**config.mk**
```make
export PLATFORM = sky130hd
export DESIGN_NAME = pipe_ctrl
export DESIGN_NICKNAME = d
export VERILOG_FILES = /design/src/rtl/pipe_pkg.sv /design/src/rtl/pipe_stage.sv /design/src/rtl/pipe_ctrl.sv
export SDC_FILE = /design/constraint.sdc
export NUM_CORES = 1
export LEC_CHECK = 0
export BUFFER_PORTS_ARGS = -buffer_cell sky130_fd_sc_hd__clkbuf_2
export CAP_MARGIN = 20
export CORE_AREA = 2 2 189 191
export DETAILED_ROUTE_END_ITERATION = 12
export DIE_AREA = 0 0 191 193
export GPL_TIMING_DRIVEN = 0
export PLACE_DENSITY = 0.57
export REMOVE_ABC_BUFFERS = 1
export SLEW_MARGIN = 20
export SYNTH_ARGS = -nofsm -noshare
export SYNTH_HDL_FRONTEND = slang
export SYNTH_HIERARCHICAL = 1
export SYNTH_SLANG_ARGS = --single-unit
```
**constraint.sdc**
```tcl
create_clock -name clk -period 7.3 [get_ports clk]
set_input_delay 1.095 -clock clk [delete_from_list [all_inputs] [get_ports clk]]
set_output_delay 1.095 -clock clk [all_outputs]
set_load 0.05 [all_outputs]
```
**src/rtl/pipe_pkg.sv**
```systemverilog
// Shared defaults and stage-index names for the instruction pipeline controller.
// Stage 0 is the youngest (EXE); the highest index is the oldest (WB).
package pipe_pkg;

   localparam int STAGES_DEF    = 3;
   localparam int PAYLOAD_W_DEF = 64;
   localparam int DATA_W_DEF    = 32;
   localparam int RADDR_W_DEF   = 5;

   localparam int EXE = 0;
   localparam int MEM = 1;
   localparam int WB  = 2;

   localparam int NUM_SRC = 2;
   localparam int FLUSH_W = 3;

endpackage

```
**src/rtl/pipe_stage.sv**
```systemverilog
// One pipeline register slice: valid bit plus held payload/we/dest and its allowin term.
// The valid bit is reset; the data registers are not and only load on a real transfer.
module pipe_stage
   import pipe_pkg::*;
#(
   parameter int PAYLOAD_W = PAYLOAD_W_DEF,
   parameter int RADDR_W   = RADDR_W_DEF
) (
   input  logic                 clk,
   input  logic                 reset,
   input  logic                 up_valid,
   input  logic [PAYLOAD_W-1:0] up_payload,
   input  logic                 up_we,
   input  logic [RADDR_W-1:0]   up_dest,
   input  logic                 ready_go,
   input  logic                 next_allowin,
   input  logic                 kill,
   output logic                 allowin,
   output logic                 valid,
   output logic [PAYLOAD_W-1:0] payload,
   output logic                 we,
   output logic [RADDR_W-1:0]   dest
);

   logic                 valid_q, valid_d;
   logic                 we_q, we_d;
   logic [PAYLOAD_W-1:0] payload_q, payload_d;
   logic [RADDR_W-1:0]   dest_q, dest_d;
   logic                 load;

   always_comb begin
      allowin   = ~valid_q | (ready_go & next_allowin);
      load      = allowin & up_valid;
      valid_d   = allowin ? up_valid : valid_q;
      // A kill wins over whatever was about to move in.
      if (kill) begin
         valid_d = 1'b0;
      end
      payload_d = load ? up_payload : payload_q;
      we_d      = load ? up_we      : we_q;
      dest_d    = load ? up_dest    : dest_q;
   end

   always_ff @(posedge clk) begin
      if (reset) begin
         valid_q <= 1'b0;
      end else begin
         valid_q <= valid_d;
      end
   end

   always_ff @(posedge clk) begin
      payload_q <= payload_d;
      we_q      <= we_d;
      dest_q    <= dest_d;
   end

   assign valid   = valid_q;
   assign payload = payload_q;
   assign we      = we_q;
   assign dest    = dest_q;

endmodule

```
**src/rtl/pipe_ctrl.sv**
```systemverilog
// Pipeline controller: STAGES register slices with allowin back-pressure, flush,
// retirement handshake, and youngest-first operand forwarding with load-use stall.
module pipe_ctrl
   import pipe_pkg::*;
#(
   parameter int STAGES    = STAGES_DEF,
   parameter int PAYLOAD_W = PAYLOAD_W_DEF,
   parameter int DATA_W    = DATA_W_DEF,
   parameter int RADDR_W   = RADDR_W_DEF
) (
   input  logic                          clk,
   input  logic                          reset,
   input  logic                          in_valid,
   output logic                          in_allowin,
   input  logic [PAYLOAD_W-1:0]          in_payload,
   input  logic                          in_we,
   input  logic [RADDR_W-1:0]            in_dest,
   input  logic [STAGES-1:0]             stage_ready_go,
   input  logic [STAGES*DATA_W-1:0]      stage_result,
   input  logic [STAGES-1:0]             stage_result_valid,
   output logic [STAGES-1:0]             stage_valid,
   output logic [STAGES*PAYLOAD_W-1:0]   stage_payload,
   input  logic                          flush_req,
   input  logic [FLUSH_W-1:0]            flush_stage,
   output logic                          out_valid,
   input  logic                          out_ready,
   output logic                          out_we,
   output logic [RADDR_W-1:0]            out_dest,
   output logic [DATA_W-1:0]             out_data,
   input  logic [RADDR_W-1:0]            src1,
   input  logic [RADDR_W-1:0]            src2,
   output logic [NUM_SRC-1:0]            fwd_hit,
   output logic [NUM_SRC*DATA_W-1:0]     fwd_data,
   output logic                          stall
);

   // Handshake: stage k hands over when valid[k] & ready_go[k] & allowin[k+1];
   // allowin[k] = !valid[k] | (ready_go[k] & allowin[k+1]), allowin[STAGES] = out_ready,
   // so a full, stuck tail stalls everything upstream in the same cycle.
   logic [STAGES:0]      allowin;
   logic [STAGES-1:0]    valid_w;
   logic [STAGES-1:0]    we_w;
   logic [RADDR_W-1:0]   dest_w [STAGES];
   logic [PAYLOAD_W-1:0] pay_w  [STAGES];

   logic [STAGES-1:0]    up_valid;
   logic [STAGES-1:0]    up_we;
   logic [RADDR_W-1:0]   up_dest [STAGES];
   logic [PAYLOAD_W-1:0] up_pay  [STAGES];
   logic [STAGES-1:0]    kill;
   logic [NUM_SRC-1:0]   stall_src;

   assign allowin[STAGES] = out_ready;
   assign in_allowin      = allowin[0];

   // flush_stage values past the tail simply cover every stage.
   always_comb begin
      kill = '0;
      for (int k = 0; k < STAGES; k++) begin
         kill[k] = flush_req && (int'(flush_stage) >= k);
      end
   end

   // A killed instruction must not leak into the next (older) stage either.
   always_comb begin
      up_valid   = '0;
      up_we      = '0;
      up_valid[0] = in_valid & ~stall;
      up_we[0]    = in_we;
      up_dest[0]  = in_dest;
      up_pay[0]   = in_payload;
      for (int k = 1; k < STAGES; k++) begin
         up_valid[k] = valid_w[k-1] & stage_ready_go[k-1] & ~kill[k-1];
         up_we[k]    = we_w[k-1];
         up_dest[k]  = dest_w[k-1];
         up_pay[k]   = pay_w[k-1];
      end
   end

   for (genvar k = 0; k < STAGES; k++) begin : g_stage
      pipe_stage #(
         .PAYLOAD_W (PAYLOAD_W),
         .RADDR_W   (RADDR_W)
      ) u_stage (
         .clk          (clk),
         .reset        (reset),
         .up_valid     (up_valid[k]),
         .up_payload   (up_pay[k]),
         .up_we        (up_we[k]),
         .up_dest      (up_dest[k]),
         .ready_go     (stage_ready_go[k]),
         .next_allowin (allowin[k+1]),
         .kill         (kill[k]),
         .allowin      (allowin[k]),
         .valid        (valid_w[k]),
         .payload      (pay_w[k]),
         .we           (we_w[k]),
         .dest         (dest_w[k])
      );
      assign stage_payload[k*PAYLOAD_W +: PAYLOAD_W] = valid_w[k] ? pay_w[k] : '0;
   end

   assign stage_valid = valid_w;

   // Scan oldest to youngest so the youngest matching producer is the one left standing.
   always_comb begin
      logic [RADDR_W-1:0] src;
      logic               hit;
      logic               rv;
      logic [DATA_W-1:0]  data;
      fwd_hit   = '0;
      fwd_data  = '0;
      stall_src = '0;
      src       = '0;
      hit       = 1'b0;
      rv        = 1'b0;
      data      = '0;
      for (int s = 0; s < NUM_SRC; s++) begin
         src  = (s == 0) ? src1 : src2;
         hit  = 1'b0;
         rv   = 1'b0;
         data = '0;
         for (int k = STAGES - 1; k >= 0; k--) begin
            if (valid_w[k] && we_w[k] && (dest_w[k] == src) && (src != '0)) begin
               hit  = 1'b1;
               rv   = stage_result_valid[k];
               data = stage_result[k*DATA_W +: DATA_W];
            end
         end
         fwd_hit[s] = hit & rv & ~reset;
         if (fwd_hit[s]) begin
            fwd_data[s*DATA_W +: DATA_W] = data;
         end
         stall_src[s] = hit & ~rv;
      end
   end

   assign stall = (|stall_src) & ~reset;

   assign out_valid = valid_w[STAGES-1] & stage_ready_go[STAGES-1] & ~reset;
   assign out_we    = out_valid & we_w[STAGES-1];
   assign out_dest  = out_valid ? dest_w[STAGES-1] : '0;
   assign out_data  = stage_result[(STAGES-1)*DATA_W +: DATA_W];

endmodule

```
==> flow_summary.toml, run 1 <==
[clocking]
cts_hold_buf = 0
cts.reportedPaths.clkPinSlew_ps = 60
worst_skew_pair.late_latency_ps = 540
cts_buffers = 24
clock_sinks = 213
max_root_sink_buffers = 3
postCtsSetupBuffers = 0
cts_tree = "done"
root_buffer = "sky130_fd_sc_hd__clkbuf_16"
htree_levels = 1
cts_repair_resize_count = 0

[cells_and_area]
fin_nets = 1508
final_core_utilization_pct = 40.5
antennaDiodeCount = 0
n_fill_cell = 3417
area_growth_pct = 38.9
finish.instance_area_um2 = 14200
post_route_cells_drive_above_1_share_pct = 43.6

[yosys]
post-synth-top-area-fraction_pct = 61.9
synthesis.yosys.warnings = 6
synthCells = 858
ffs_latches_synth = 213
mapped_cell_area_um2 = 10200
netlist-cell-type-count = 46
synth_edf_count = 210
postSynth.asyncResetShare_pct = 0
synth.top_cells.by_area = "sky130_fd_sc_hd__edfxtp_1, sky130_fd_sc_hd__and2_1, sky130_fd_sc_hd__nand2_1, sky130_fd_sc_hd__nand3_1, sky130_fd_sc_hd__o211a_1"
synth_top_cell_by_area = "sky130_fd_sc_hd__edfxtp_1"
synth_flop_cell = "sky130_fd_sc_hd__edfxtp_1"
yosysSeqAreaShare_pct = 62.5
postSynthAreaPerCell_um2 = 11.9

[grt]
grt_util_all_layers_pct = 18.1
first_pass_grt_wire_length_um = 50300
maximum_number_of_pins_on_one_net_before_global_route_repair = 70
grt_pass1_vias = 8074
antenna_violations_before_repair = 2
grt-ovfl-total = 0

[power]
pd_cells_nw_per_um2 = 210
leakage_nw = 6.27
peak_supply_drop_mv = 0.176

[sta]
final_hold_viol_count = 0
maxSlewHeadroom_pct = 43.2
slew_viol_final = 0
period_share_pct = 76.5
clock.fmax_mhz = 179
setup-tns-final_ps = 0
worst_pin_slew_ps = 852
timing.hold.ws_ps = 434
final_setup_violation_count = 0
worst_clock_skew_ps = 31.4
rsz0062_at_grt = "false"
min_period_ps = 5580

[detailed_routing]
via_count = 8421
drt_wl_cell_um = 19.6
drt_first_iter_violations = 363
vias_per_cell = 4.69
ant_nets = 0
detailedRoute.firstPassIterationCount = 5
drc = 0
detailed_route_wl_um = 35200

[run]
cap_viol_max_count = 0

[placed_design]
gp_routability_congestion = 0.796
hpwl_um = 27100
port-buffer-count = 491
postPlaceCellArea_um2 = 13200

[outcome]
outcome = "finished clean"

[worst_setup_path]
data_arrival_time_at_the_worst_slack_endpoint_ps = 4490
worstSetupPathType = "input port to output pin"
worst-path-max-fanout = 33
timing.critical_path.required_ps = 6200
max_stage_delay_ps = 750
slowest_library_cell_on_the_worst_path = "sky130_fd_sc_hd__o211a_2"
reg2regPathDepth = 9
worst-r2r-setup-slack_ps = 3520
critical_path.startpoint = "src1[0]"
path_cells = "clkbuf_2 > or4_1 > a21oi_1 > or3_2 > a311o_1 > o211a_2 > o211a_1 > clkbuf_2"
worstSetupEndpointType = "output pin"
critPathMostFrequentCell = "sky130_fd_sc_hd__clkbuf_2"
r2r_start = "g_stage[2].u_stage/valid"
crit_path_start_kind = "input port"
worstReg2RegEnd = "g_stage[0].u_stage/payload[15]"

[floorplan]
placement_rows = 69
core_area_um2 = 35000
initial_core_util_pct = 29.2
num_io_pins = 492
die_height_um = 193
die_area_um2 = 36900
floorplan.die.width_um = 191

[hold_path]
min_from = "g_stage[1].u_stage/payload[21]"
hold-path-endpoint = "g_stage[2].u_stage/payload[21]"
hold_path_depth = 0
classification_of_the_worst_slack_hold_path = "flip-flop to flip-flop"
-- cell families after synthesis --
logic type,count (synthesis),share of synthesized area (%)
simple gates,434,22.4
xor+xnor,26,2.23
flops,213,62.5
buf+inv,95,5.03
compound gates,90,7.84
-- worst max path at each step --
| stage | endpoint | slack [ps] |
|---|---|---|
| finish | fwd_data[28] | 1720 |
| global route | fwd_data[28] | 1530 |
| CTS | fwd_data[28] | 1650 |
| detailed placement | fwd_data[28] | 1680 |
| global placement | g_stage[0].u_stage/we | -5690 |
| floorplan | g_stage[0].u_stage/dest[0] | -1140 |
-- critical path: cells and delay by family --
kind | cells | cell delay (ps)
and+or+nand+nor | 2 | 1210
AOI/OAI and AO/OA | 4 | 1730
buffers and inverters | 2 | 440
-- cell usage in the layout (no fill, tap or decap), drive strengths merged, types with 2 or more instances in the layout --
| cell | synthesis | layout |
|---|---|---|
| dfxtp | 3 | 3 |
| clkinv | 0 | 9 |
| a21boi | 5 | 5 |
| nor3 | 6 | 6 |
| clkbuf | 45 | 516 |
| a22oi | 2 | 2 |
| inv | 6 | 7 |
| a311oi | 30 | 30 |
| xor2 | 14 | 14 |
| a21o | 3 | 3 |
| o21a | 5 | 5 |
| nand3 | 64 | 64 |
| buf | 44 | 32 |
| o21ai | 2 | 2 |
| a211oi | 2 | 2 |
| o211a | 31 | 31 |
| clkinvlp | 0 | 2 |
| nand2 | 101 | 101 |
| edfxtp | 210 | 210 |
| nor2 | 45 | 45 |
| bufinv | 0 | 7 |
| and2 | 199 | 199 |
| nor2b | 3 | 3 |
| or2 | 3 | 3 |
| or3 | 2 | 2 |
| nand4 | 5 | 5 |
| xnor2 | 12 | 12 |
-- metal layers --
metal	up-vias	GRT usage, %	part of all wire (%)
met5	-	0	0.045
met4	2	4.00	1.6
met3	41	5.50	9.0
met2	400	34.5	53
met1	4035	19.6	36
li1	3943	-	-
-- cell type report --
class                           count  area [µm²]  area share [%]
Clock buffer                       25         604            4.27
Clock inverter                     19         307            2.16
Inverter                            6        22.5           0.159
Multi-Input combinational cell    550        3370            23.8
Sequential cell                   213        6380            45.0
Tap cell                          461         577            4.07
Timing Repair Buffer              523        2900            20.5
-- sequential cells by signal, summed over array words and instances, names as in the netlist --
register and cells:
g_stage.u_stage/payload 192, g_stage.u_stage/dest 15, g_stage.u_stage/valid 3, g_stage.u_stage/we 3
-- metrics by stage --
| step | worst slack (ps) | cells | total power, W |
|---|---|---|---|
| 5_1_grt | 1530 | 1797 | 0.00308 |
| 6_report | 1720 | 1797 | 0.00298 |
| 2_1_floorplan | -1140 | 769 | 0.00149 |
| 3_3_place_gp | -5690 | 1721 | 0.00164 |
| 4_1_cts | 1650 | 1797 | 0.00301 |
| 3_5_place_dp | 1680 | 1753 | 0.00164 |
-- cells in the mapped netlist (2+ instances only) --
| library cell | instances |
|---|---|
| sky130_fd_sc_hd__a21o_1 | 3 |
| sky130_fd_sc_hd__dfxtp_1 | 3 |
| sky130_fd_sc_hd__buf_1 | 3 |
| sky130_fd_sc_hd__edfxtp_1 | 210 |
| sky130_fd_sc_hd__o21ai_0 | 2 |
| sky130_fd_sc_hd__buf_4 | 32 |
| sky130_fd_sc_hd__and2_1 | 199 |
| sky130_fd_sc_hd__a21boi_1 | 2 |
| sky130_fd_sc_hd__buf_6 | 4 |
| sky130_fd_sc_hd__or3_1 | 2 |
| sky130_fd_sc_hd__a21boi_2 | 3 |
| sky130_fd_sc_hd__buf_2 | 5 |
| sky130_fd_sc_hd__a22oi_1 | 2 |
| sky130_fd_sc_hd__nor2_1 | 45 |
| sky130_fd_sc_hd__nand2_1 | 101 |
| sky130_fd_sc_hd__clkbuf_1 | 45 |
| sky130_fd_sc_hd__inv_1 | 6 |
| sky130_fd_sc_hd__a211oi_1 | 2 |
| sky130_fd_sc_hd__nor2b_1 | 3 |
| sky130_fd_sc_hd__or2_1 | 2 |
| sky130_fd_sc_hd__a311oi_1 | 30 |
| sky130_fd_sc_hd__nor3_1 | 6 |
| sky130_fd_sc_hd__o211a_1 | 30 |
| sky130_fd_sc_hd__o21a_1 | 5 |
| sky130_fd_sc_hd__nand4_1 | 5 |
| sky130_fd_sc_hd__xnor2_1 | 12 |
| sky130_fd_sc_hd__nand3_1 | 64 |
| sky130_fd_sc_hd__xor2_1 | 14 |
-- power by group --
group	leakage, nW	internal, W	switching (W)
Clock	0.441	0.000857	0.000506
Combinational	3.86	0.0000710	0.000149
Sequential	1.97	0.00137	0.0000198
Note: power is estimated with default switching activity, not from simulation.
==> run 2: changes to the inputs <==
--- a/config.mk
+++ b/config.mk
@@ -7,11 +7,11 @@
 export LEC_CHECK = 0
 export BUFFER_PORTS_ARGS = -buffer_cell sky130_fd_sc_hd__clkbuf_2
 export CAP_MARGIN = 20
-export CORE_AREA = 2 2 189 191
+export CORE_AREA = 2 2 190 192
 export DETAILED_ROUTE_END_ITERATION = 12
-export DIE_AREA = 0 0 191 193
+export DIE_AREA = 0 0 192 194
 export GPL_TIMING_DRIVEN = 0
-export PLACE_DENSITY = 0.57
+export PLACE_DENSITY = 0.59
 export REMOVE_ABC_BUFFERS = 1
 export SLEW_MARGIN = 20
 export SYNTH_ARGS = -nofsm -noshare
==> constraint.sdc (replaced) <==
create_clock -name clk -period 4.9 [get_ports clk]
set_input_delay 0.735 -clock clk [delete_from_list [all_inputs] [get_ports clk]]
set_output_delay 0.735 -clock clk [all_outputs]
set_load 0.05 [all_outputs]
==> flow_summary.toml, run 2 (synthesis results as in run 1) <==
[floorplan]
floorplan.die.width_um = 192
placement_rows = 69
core_area_um2 = 35200
initial_core_util_pct = 28.9
die_area_um2 = 37200
die_height_um = 194
num_io_pins = 492

[cells_and_area]
post_route_cells_drive_above_1_share_pct = 43.4
multi_input_comb_area_um2 = 3380
layout.cells.most_common = "sky130_fd_sc_hd__clkbuf_2"
final_cell_mix = "sky130_fd_sc_hd__clkbuf_2, sky130_fd_sc_hd__edfxtp_1, sky130_fd_sc_hd__and2_1"
n_fill_cell = 3445
post_layout_nonfiller_instances = 1800
fin_nets = 1510
area_growth_pct = 38.7
seq_area_um2 = 6380
largest_register_ff_count = 192

[worst_setup_path]
timing.critical_path.required_ps = 4160
worstSetupEndpointType = "output pin"
reg2regPathDepth = 9
worst-path-max-fanout = 11
worstReg2RegEnd = "g_stage[0].u_stage/payload[51]"
data_arrival_time_at_the_worst_slack_endpoint_ps = 3970
worstSetupPathType = "input port to output pin"
worst_setup_path_endpoint = "fwd_data[56]"
worst-r2r-setup-slack_ps = 1240
critical_path.startpoint = "src2[0]"
r2r_start = "g_stage[1].u_stage/dest[3]"
crit_path_start_kind = "input port"

[detailed_routing]
drt_wl_cell_um = 19.4
detailedRoute.firstPassIterationCount = 4
detailed_route_wl_um = 34900
vias_per_cell = 4.74
drt_first_iter_violations = 438
drc = 0
ant_nets = 0
via_count = 8536

[clocking]
cts_buffers = 24
worst_skew_pair.late_latency_ps = 540
clock_sinks = 213
htree_levels = 1
root_buffer = "sky130_fd_sc_hd__clkbuf_16"
max_root_sink_buffers = 3
cts_tree = "done"
cts.reportedPaths.clkPinSlew_ps = 60

[grt]
first_pass_grt_wire_length_um = 50200
met2_usage_pct = 32.8
grt-busiest-layer = "met2"
grt_use_met3_pct = 5.23
maximum_number_of_pins_on_one_net_before_global_route_repair = 65
grt_util_all_layers_pct = 17.7
grt_pass1_vias = 8346
grtUsageMet1_pct = 19.0
grt-ovfl-total = 0
antenna_violations_before_repair = 3

[sta]
final_setup_violation_count = 0
slew_viol_final = 0
maxSlewHeadroom_pct = 43.8
worst_slack_ps = 195
rsz0062_at_grt = "false"
worst_clock_skew_ps = 29.0
final_hold_viol_count = 0
worst_pin_slew_ps = 844
min_period_ps = 4710
period_share_pct = 96.0
clock.fmax_mhz = 213

[placed_design]
hpwl_um = 26500
port-buffer-count = 491
placed_cells = 1753
gp_routability_congestion = 0.886
detailedPlace.worstSlack_ps = -60.3

[hold_path]
hold_path_depth = 1
classification_of_the_worst_slack_hold_path = "input port to flip-flop"

[power]
leakage_nw = 6.25
pd_cells_nw_per_um2 = 298
peak_supply_drop_mv = 0.324

[run]
cap_viol_max_count = 0

[outcome]
outcome = "finished clean"
-- run 2: layer usage --
layer  share of wire (%)  wire length [µm]  up-vias
li1                    -                 -     3944
met1                  36             12700     4102
met2                  51             17900      431
met3                 9.0              3150       59
met4                 3.2              1110        0
met5                   0                 0        -
-- run 2: how the worst min path moves through the flow --
stage | start | slack [ps] | to
6_report | in_payload[28] | 370 | g_stage[0].u_stage/payload[28]
5_1_grt | in_payload[53] | 340 | g_stage[0].u_stage/payload[53]
4_1_cts | in_payload[28] | 340 | g_stage[0].u_stage/payload[28]
3_5_place_dp | g_stage[0].u_stage/payload[47] | 420 | g_stage[1].u_stage/payload[47]
3_3_place_gp | g_stage[0].u_stage/payload[7] | 420 | g_stage[1].u_stage/payload[7]
2_1_floorplan | g_stage[0].u_stage/payload[0] | 420 | g_stage[1].u_stage/payload[0]
-- run 2: what timing repair did --
| item | CTS | global route |
|---|---|---|
| endpoints found under the setup margin | 6 | 11 |
| setup buffers | 2 | 0 |
| pin swaps | 1 | 0 |
| gates resized for setup | 0 | 2 |
| hold buffers | 0 | 0 |
-- run 2: power by group --
part | switching, W | internal (W) | leakage, nW
Combinational | 0.000228 | 0.000109 | 3.89
Sequential | 0.0000223 | 0.00205 | 1.97
Clock | 0.000739 | 0.00106 | 0.387
-- run 2: area by class of cell --
cell class              instances  area share [%]
well taps                     461            4.08
flip-flops and latches        213            45.1
multi-input cells             550            23.9
clock inverters                15            1.26
inverters                       6           0.159
repair buffers                525            21.1
diodes                          2          0.0354
clock buffers                  28            4.35
-- run 2: critical path, cell delays in order --
cell,delay (ps)
sky130_fd_sc_hd__clkbuf_2,130
sky130_fd_sc_hd__nor4_1,560
sky130_fd_sc_hd__nor3_1,90
sky130_fd_sc_hd__o211ai_1,500
sky130_fd_sc_hd__buf_2,270
sky130_fd_sc_hd__buf_4,200
sky130_fd_sc_hd__buf_4,200
sky130_fd_sc_hd__buf_4,200
sky130_fd_sc_hd__buf_4,200
sky130_fd_sc_hd__buf_4,200
sky130_fd_sc_hd__nor2_1,60
sky130_fd_sc_hd__a211oi_1,280
sky130_fd_sc_hd__clkbuf_2,340
-- run 2: through the flow --
step                power [W]  setup TNS, ps  hold slack [ps]  utilization [%]  instance area, µm²
floorplan             0.00222        -350800              418                -                9700
finish                0.00421              0              368             40.1               14100
detailed placement    0.00245          -1430              425             37.8               13300
CTS                   0.00427              0              339             40.1               14100
global route          0.00435              0              336             40.1               14100
global placement      0.00243       -1292640              420             36.2               12700
